--- config.mk ---
export PLATFORM = sky130hd
export DESIGN_NAME = ccx2max
export DESIGN_NICKNAME = d
export VERILOG_FILES = /design/src/rtl/ccx2max.sv
export SDC_FILE = /design/constraint.sdc
export NUM_CORES = 2
export LEC_CHECK = 0
export CAP_MARGIN = 25
export CORE_AREA = 2 2 365 367
export DETAILED_ROUTE_END_ITERATION = 8
export DIE_AREA = 0 0 367 369
export GPL_ROUTABILITY_DRIVEN = 0
export MAX_ROUTING_LAYER = met4
export SLEW_MARGIN = 20
export SYNTH_ARGS = -nofsm -noshare
export SYNTH_HDL_FRONTEND = slang
export SYNTH_SLANG_ARGS = --single-unit
--- constraint.sdc ---
create_clock -name gclk -period 3.9 [get_ports gclk]
set_input_delay 1.17 -clock gclk [delete_from_list [all_inputs] [get_ports gclk]]
set_output_delay 1.17 -clock gclk [all_outputs]
set_load 0.005 [all_outputs]
--- src/rtl/ccx2max.sv ---
// ccx2max: bridges SPARC CCX request/return ports to 32-bit Maxeler streams.
module ccx2max #(
  parameter int PCX_WIDTH      = 124,
  parameter int CPX_WIDTH      = 145,
  parameter int MAX_D_WIDTH    = 32,
  parameter int PCX_FIFO_DEPTH = 16
) (
  input  logic                   gclk,
  input  logic                   reset,
  input  logic [4:0]             spc_pcx_req_pq,
  input  logic                   spc_pcx_atom_pq,
  input  logic [PCX_WIDTH-1:0]   spc_pcx_data_pa,
  output logic [4:0]             pcx_spc_grant_px,
  output logic                   cpx_spc_data_rdy_cx2,
  output logic [CPX_WIDTH-1:0]   cpx_spc_data_cx2,
  output logic [MAX_D_WIDTH-1:0] max_pcx_data,
  input  logic                   max_pcx_read,
  output logic                   max_pcx_empty,
  output logic                   max_pcx_almost_empty,
  input  logic                   max_cpx_valid,
  input  logic [MAX_D_WIDTH-1:0] max_cpx_data,
  output logic                   max_cpx_stall,
  input  logic                   max_cpx_ctl_valid,
  input  logic [MAX_D_WIDTH-1:0] max_cpx_ctl_data,
  output logic                   max_cpx_ctl_stall
);
  localparam int AW = $clog2(PCX_FIFO_DEPTH);
  typedef enum logic [1:0] {S_W0, S_W1, S_W2, S_W3} st_t;
  logic [4:0] req_q, req_d;
  logic atom_q, atom_d, cap_q, cap_d;
  logic [PCX_WIDTH-1:0] sdat_q [2];
  logic [PCX_WIDTH-1:0] sdat_d [2];
  logic [4:0] sreq_q [2];
  logic [4:0] sreq_d [2];
  logic [1:0] satm_q, satm_d, scnt_q, scnt_d;
  logic swp_q, swp_d, srp_q, srp_d;
  st_t st_q, st_d;
  logic go, wr, pop, push, rd;
  logic [PCX_WIDTH-1:0] head;
  logic [MAX_D_WIDTH-1:0] wdat;
  logic [4:0] grant_q, grant_d;
  logic [MAX_D_WIDTH-1:0] mem_q [PCX_FIFO_DEPTH];
  logic [MAX_D_WIDTH-1:0] mem_d [PCX_FIFO_DEPTH];
  logic [AW-1:0] wp_q, wp_d, rp_q, rp_d;
  logic [AW:0] cnt_q, cnt_d;
  logic [4:0] mask_q, mask_d, mbase, slot;
  logic [CPX_WIDTH-1:0] asm_q, asm_d, held_q, held_d, out_q, out_d;
  logic afl_q, afl_d, hv_q, hv_d, cmp_q, cmp_d, sec_q, sec_d, rdy_q, rdy_d;
  logic acc, done;
  logic [2:0] idx;
  logic unused;
  assign unused = &{1'b0, max_cpx_ctl_data[MAX_D_WIDTH-1:4], max_cpx_data[MAX_D_WIDTH-1:18]};
  // Request capture: data arrives the cycle after req, into a 2-deep staging buffer
  always_comb begin
    req_d  = spc_pcx_req_pq;
    atom_d = spc_pcx_atom_pq;
    cap_d  = |spc_pcx_req_pq;
    pop    = st_q == S_W3;
    push   = cap_q && (scnt_q != 2'd2 || pop);
    sdat_d = sdat_q;
    sreq_d = sreq_q;
    satm_d = satm_q;
    if (push) begin
      sdat_d[swp_q] = spc_pcx_data_pa;
      sreq_d[swp_q] = req_q;
      satm_d[swp_q] = atom_q;
    end
    swp_d  = swp_q ^ push;
    srp_d  = srp_q ^ pop;
    scnt_d = scnt_q + {1'b0, push} - {1'b0, pop};
  end
  always_ff @(posedge gclk)
    if (reset) st_q <= S_W0;
    else st_q <= st_d;
  always_comb begin
    go   = scnt_q != 2'd0 && ((AW+1)'(PCX_FIFO_DEPTH) - cnt_q) >= (AW+1)'(4);
    st_d = st_q == S_W0 ? (go ? S_W1 : S_W0) : st_t'(st_q + 2'd1);
  end
  // Word 0 goes out in the same cycle the transfer is launched
  always_comb begin
    head    = sdat_q[srp_q];
    wr      = st_q != S_W0 || go;
    wdat    = st_q == S_W0 ? {satm_q[srp_q], 3'b000, head[123:96]} :
              st_q == S_W1 ? head[95:64] :
              st_q == S_W2 ? head[63:32] : head[31:0];
    grant_d = pop ? sreq_q[srp_q] : 5'b0;
  end
  always_comb begin
    rd    = max_pcx_read && cnt_q != '0;
    mem_d = mem_q;
    if (wr) mem_d[wp_q] = wdat;
    wp_d  = wp_q + AW'(wr);
    rp_d  = rp_q + AW'(rd);
    cnt_d = cnt_q + (AW+1)'(wr) - (AW+1)'(rd);
  end
  assign max_pcx_data         = cnt_q == '0 ? '0 : mem_q[rp_q];
  assign max_pcx_empty        = cnt_q == '0;
  assign max_pcx_almost_empty = cnt_q <= (AW+1)'(1);
  assign pcx_spc_grant_px     = grant_q;
  // Return assembly: data and control words are consumed together
  always_comb begin
    idx   = max_cpx_ctl_data[2:0];
    acc   = max_cpx_valid && max_cpx_ctl_valid && !max_cpx_stall;
    slot  = idx < 3'd5 ? 5'b00001 << idx : 5'b0;
    mbase = max_cpx_ctl_data[3] ? 5'b0 : mask_q;
    asm_d = asm_q;
    if (acc && idx == 3'd0) asm_d[144:128] = max_cpx_data[16:0];
    if (acc && idx == 3'd1) asm_d[127:96] = max_cpx_data;
    if (acc && idx == 3'd2) asm_d[95:64] = max_cpx_data;
    if (acc && idx == 3'd3) asm_d[63:32] = max_cpx_data;
    if (acc && idx == 3'd4) asm_d[31:0] = max_cpx_data;
    afl_d  = (acc && idx == 3'd0) ? max_cpx_data[17] : afl_q;
    done   = acc && (mbase | slot) == 5'h1f;
    mask_d = done ? 5'b0 : acc ? (mbase | slot) : mask_q;
  end
  // An atomic packet waits in held_q until its partner completes, then both go out back to back
  always_comb begin
    rdy_d  = 1'b0;
    out_d  = out_q;
    cmp_d  = 1'b0;
    sec_d  = 1'b0;
    hv_d   = hv_q;
    held_d = held_q;
    if (sec_q) begin
      out_d = held_q;
      rdy_d = 1'b1;
      hv_d  = 1'b0;
    end
    if (done) begin
      cmp_d = 1'b1;
      if (hv_q) begin
        out_d  = held_q;
        rdy_d  = 1'b1;
        held_d = asm_d;
        sec_d  = 1'b1;
      end else if (afl_d) begin
        held_d = asm_d;
        hv_d   = 1'b1;
      end else begin
        out_d = asm_d;
        rdy_d = 1'b1;
      end
    end
  end
  assign max_cpx_stall        = cmp_q | sec_q;
  assign max_cpx_ctl_stall    = cmp_q | sec_q;
  assign cpx_spc_data_rdy_cx2 = rdy_q;
  assign cpx_spc_data_cx2     = out_q;
  always_ff @(posedge gclk)
    if (reset) begin
      req_q   <= '0;
      atom_q  <= 1'b0;
      cap_q   <= 1'b0;
      sdat_q  <= '{default: '0};
      sreq_q  <= '{default: '0};
      satm_q  <= '0;
      scnt_q  <= '0;
      swp_q   <= 1'b0;
      srp_q   <= 1'b0;
      grant_q <= '0;
      mem_q   <= '{default: '0};
      wp_q    <= '0;
      rp_q    <= '0;
      cnt_q   <= '0;
      mask_q  <= '0;
      asm_q   <= '0;
      held_q  <= '0;
      out_q   <= '0;
      afl_q   <= 1'b0;
      hv_q    <= 1'b0;
      cmp_q   <= 1'b0;
      sec_q   <= 1'b0;
      rdy_q   <= 1'b0;
    end else begin
      req_q   <= req_d;
      atom_q  <= atom_d;
      cap_q   <= cap_d;
      sdat_q  <= sdat_d;
      sreq_q  <= sreq_d;
      satm_q  <= satm_d;
      scnt_q  <= scnt_d;
      swp_q   <= swp_d;
      srp_q   <= srp_d;
      grant_q <= grant_d;
      mem_q   <= mem_d;
      wp_q    <= wp_d;
      rp_q    <= rp_d;
      cnt_q   <= cnt_d;
      mask_q  <= mask_d;
      asm_q   <= asm_d;
      held_q  <= held_d;
      out_q   <= out_d;
      afl_q   <= afl_d;
      hv_q    <= hv_d;
      cmp_q   <= cmp_d;
      sec_q   <= sec_d;
      rdy_q   <= rdy_d;
    end
endmodule

==> results by group <==
Global route
  – GR Overflow Total: 0
  – Initial antenna violation count: 24
  – Vias in the first global route: about 38k
  – Gr usage total: a little under a quarter
  – First-pass GRT wire length: 235 mm
  – Largest net degree at the start of global routing: approximately 120

Logic synthesis
  – Mapped Area: 0.0550 mm²
  – Cell variety after synth: 61
  – Syn Nets: between 5k and 6k
  – Sequential fraction of the synthesis area: a little under half
  – Cells after Synth: around 5.0k
  – Syn. warnings: 0
  – Syn avg cell area: around 11 µm²
  – Fraction of registers with async set/reset: 0%
  – Ys flop type: dfxtp_1
  – Flops & latches, synth: between 1k and 1.5k
  – Number of synthesized flops with an enable pin: 0

STA
  – Final Hold Vio Count: 0
  – Slew @ Worst Pin: ~1100 ps
  – Fin worst setup slack: -293 ps
  – Final setup viols: 32
  – Hold slack final: 468 ps
  – RSZ-0062 raised after global routing: true
  – Crit share post-route: 108%
  – Slew headroom: about 27%
  – Fmax: 239 MHz
  – Post-Route Skew: ~27 ps
  – Tmin final: approximately 4200 ps
  – Fin. max-slew vios: 0

Run status
  – Failing checks: setup timing
  – Status: complete, but fails checks

Placed design
  – IO Port Bufs: about 360
  – Place WS: ~200 ps
  – Post-DP HPWL: slightly below 100 mm
  – Placed insts: 6895

Worst setup path
  – CP arrival: 3020 ps
  – Worst EP required: around 2700 ps
  – Crit Path Class: flop to output port
  – Slowest-stage cell, CP: mux4_2
  – Crit end category: output port
  – Worst r2r src: cnt_q[2]
  – CP startpoint: rp_q[0]
  – Startpoint types: flop
  – Critical Path Max Stage Delay: ~540 ps
  – Crit path cell chain: buf_6 -> buf_12 -> buf_16 -> buf_12 -> mux4_2 -> mux4_2 -> nor2b_4 -> buf_2
  – CP max FO: 7

Floorplanning
  – Num rows: roughly 130
  – # IOs: ~390
  – Die Wd: roughly 370 µm
  – Die ar.: ~0.14 mm²
  – Die Span Y: 369 µm
  – CORE AREA: approximately 0.13 mm²
  – Effective utilization at floorplan: 41.9%

CTS
  – Sink Count: ~1.2k
  – Worst skew pair latency: ~780 ps
  – CTS Buf Count: around 140
  – Max Root-Sink Buffers: 3
  – H-Tree Depth: 4
  – TritonCTS clock tree: done
  – Root Driver: clkbuf_16
  – Clk pin slew, worst setup/hold paths: 60 ps

Power
  – Switch share: about 29%
  – Gate power share: 22.2%
  – Clock network fraction of design power: a little under two fifths
  – Lkg Pwr: roughly 26 nW
  – Sw power: between 0.009 and 0.01 W
  – Worst ir drop on vdd: about 0.46 mV
  – Seq pwr share: 39.9%
  – Pwr dens: about 500 mW/mm²
  – Cell-internal power: ~0.024 W

Drt
  – Drt initial violations: about 2.5k
  – DRC: 0
  – DR WL/cell: between 20 and 25 µm
  – TritonRoute pass-1 iters: 5
  – Post-route ant nets: 0
  – DRT Wirelength: roughly 150 mm
  – DR vias: around 38k
  – Via-per-instance ratio: 5.23

Cells and area
  – Fin util: between 50% and 60%
  – Non-filler instance count after layout: approximately 7.2k
  – Area delta synth->final: 20.9%
  – Share of cells above drive strength 1: 16.4%
  – Most common cell after layout, fill and taps aside: dfxtp_1
  – # nets final: around 5.6k
  – Most frequent cells in the layout: dfxtp_1, mux2i_1, nand2b_1

Min path
  – Hold path startpoint: mem_q[266]
  – HP Class: flop to flop

Run
  – MaxCap Viol Count: 0
-- routing by layer --
metal	vias up	GRT usage [%]	wire length, µm
met2	759	34.9	68800
met3	234	4.67	8170
met1	18600	30.8	73200
met5	-	-	0
li1	18300	-	-
met4	0	7.05	4110
-- per-stage QoR --
stage               setup TNS, ps  area [µm²]  total power, W
global route                -8900       66400          0.0356
detailed placement              0       60800          0.0205
global placement                0       60800          0.0205
finish                      -5890       66400          0.0342
CTS                         -9110       66300          0.0345
floorplan                       0       55000          0.0180
-- synthesized netlist by cell type (all sizes together), types with 3 or more instances --
cell type	number	area, µm²
dfxtp	1248	25000
mux2i	1065	10700
nand2b	473	2960
nor2	450	1690
clkbuf	243	913
nor2b	227	1420
nand2	200	751
buf	192	1120
mux4	192	4320
o21ai	163	816
o2bb2ai	161	1410
mux2	146	1930
a21oi	89	445
inv	32	123
ha	22	275
o22ai	17	106
a22oi	15	113
o211a	15	150
o32ai	15	131
nor3	9	45.0
or3	9	61.3
nand3	8	40.0
xnor2	6	52.6
or2	4	25.0
xor2	4	35.0
nand3b	3	60.1
-- registers in the layout, indices dropped and copies added (netlist names), 2 cells and up --
signal,cells
wp_q,4
satm_q,2
rp_q,4
mask_q,5
cpx_spc_data_cx2,145
st_q,2
held_q,145
pcx_spc_grant_px,5
cnt_q,5
req_q,5
sreq_q,10
sdat_q,248
scnt_q,2
mem_q,512
asm_q,145
-- power by group through the flow --
| stage | Sequential [W] | Combinational [W] | Clock, W |
|---|---|---|---|
| 2_1_floorplan | 0.0138 | 0.00423 | 0 |
| 3_3_place_gp | 0.0139 | 0.00654 | 0 |
| 3_5_place_dp | 0.0139 | 0.00657 | 0 |
| 4_1_cts | 0.0137 | 0.00758 | 0.0133 |
| 5_1_grt | 0.0137 | 0.00811 | 0.0138 |
| 6_report | 0.0137 | 0.00760 | 0.0130 |
-- worst max-delay path, delay by kind of cell, from the launching register on --
kind	cells	cell delay, ps
buffers and inverters	5	650
flip-flops	1	410
multiplexers	2	1030
AND/OR/NAND/NOR	1	150
-- area by class of cell --
class                   instances  area, µm²
flip-flops and latches       1248      25000
diodes                         22       55.1
repair buffers                607       6490
multi-input cells            3322      28100
clock inverters                41        443
clock buffers                 208       4050
inverters                      32        125
fillers                     11800      64700
well taps                    1755       2200
-- repair_timing --
item / CTS / global route
gates resized for setup: 194 / 26
gates cloned: 8 / 0
pin swaps: 0 / 0
setup buffers: 60 / 9
hold buffers: 0 / 0
endpoints found under the setup margin: 33 / 34
-- final timing paths --
kind,end,slack [ps],cells after the start
max,max_pcx_data[17],-290,8
max reg2reg,cnt_q[4],610,15
min,mem_q[266],470,2
min reg2reg,mem_q[266],470,2
-- logic make-up after synthesis --
family | count (synthesis) | synth area share (%)
muxes | 1403 | 30.8
and+or+nand+nor | 1400 | 13.2
DFF | 1248 | 45.5
AOI/OAI and AO/OA | 486 | 5.97
buffers and inverters | 467 | 3.92
adders and majority gates | 23 | 0.537
xor gates and xnor gates | 10 | 0.159
No activity file was read; power rests on OpenSTA's default activity.
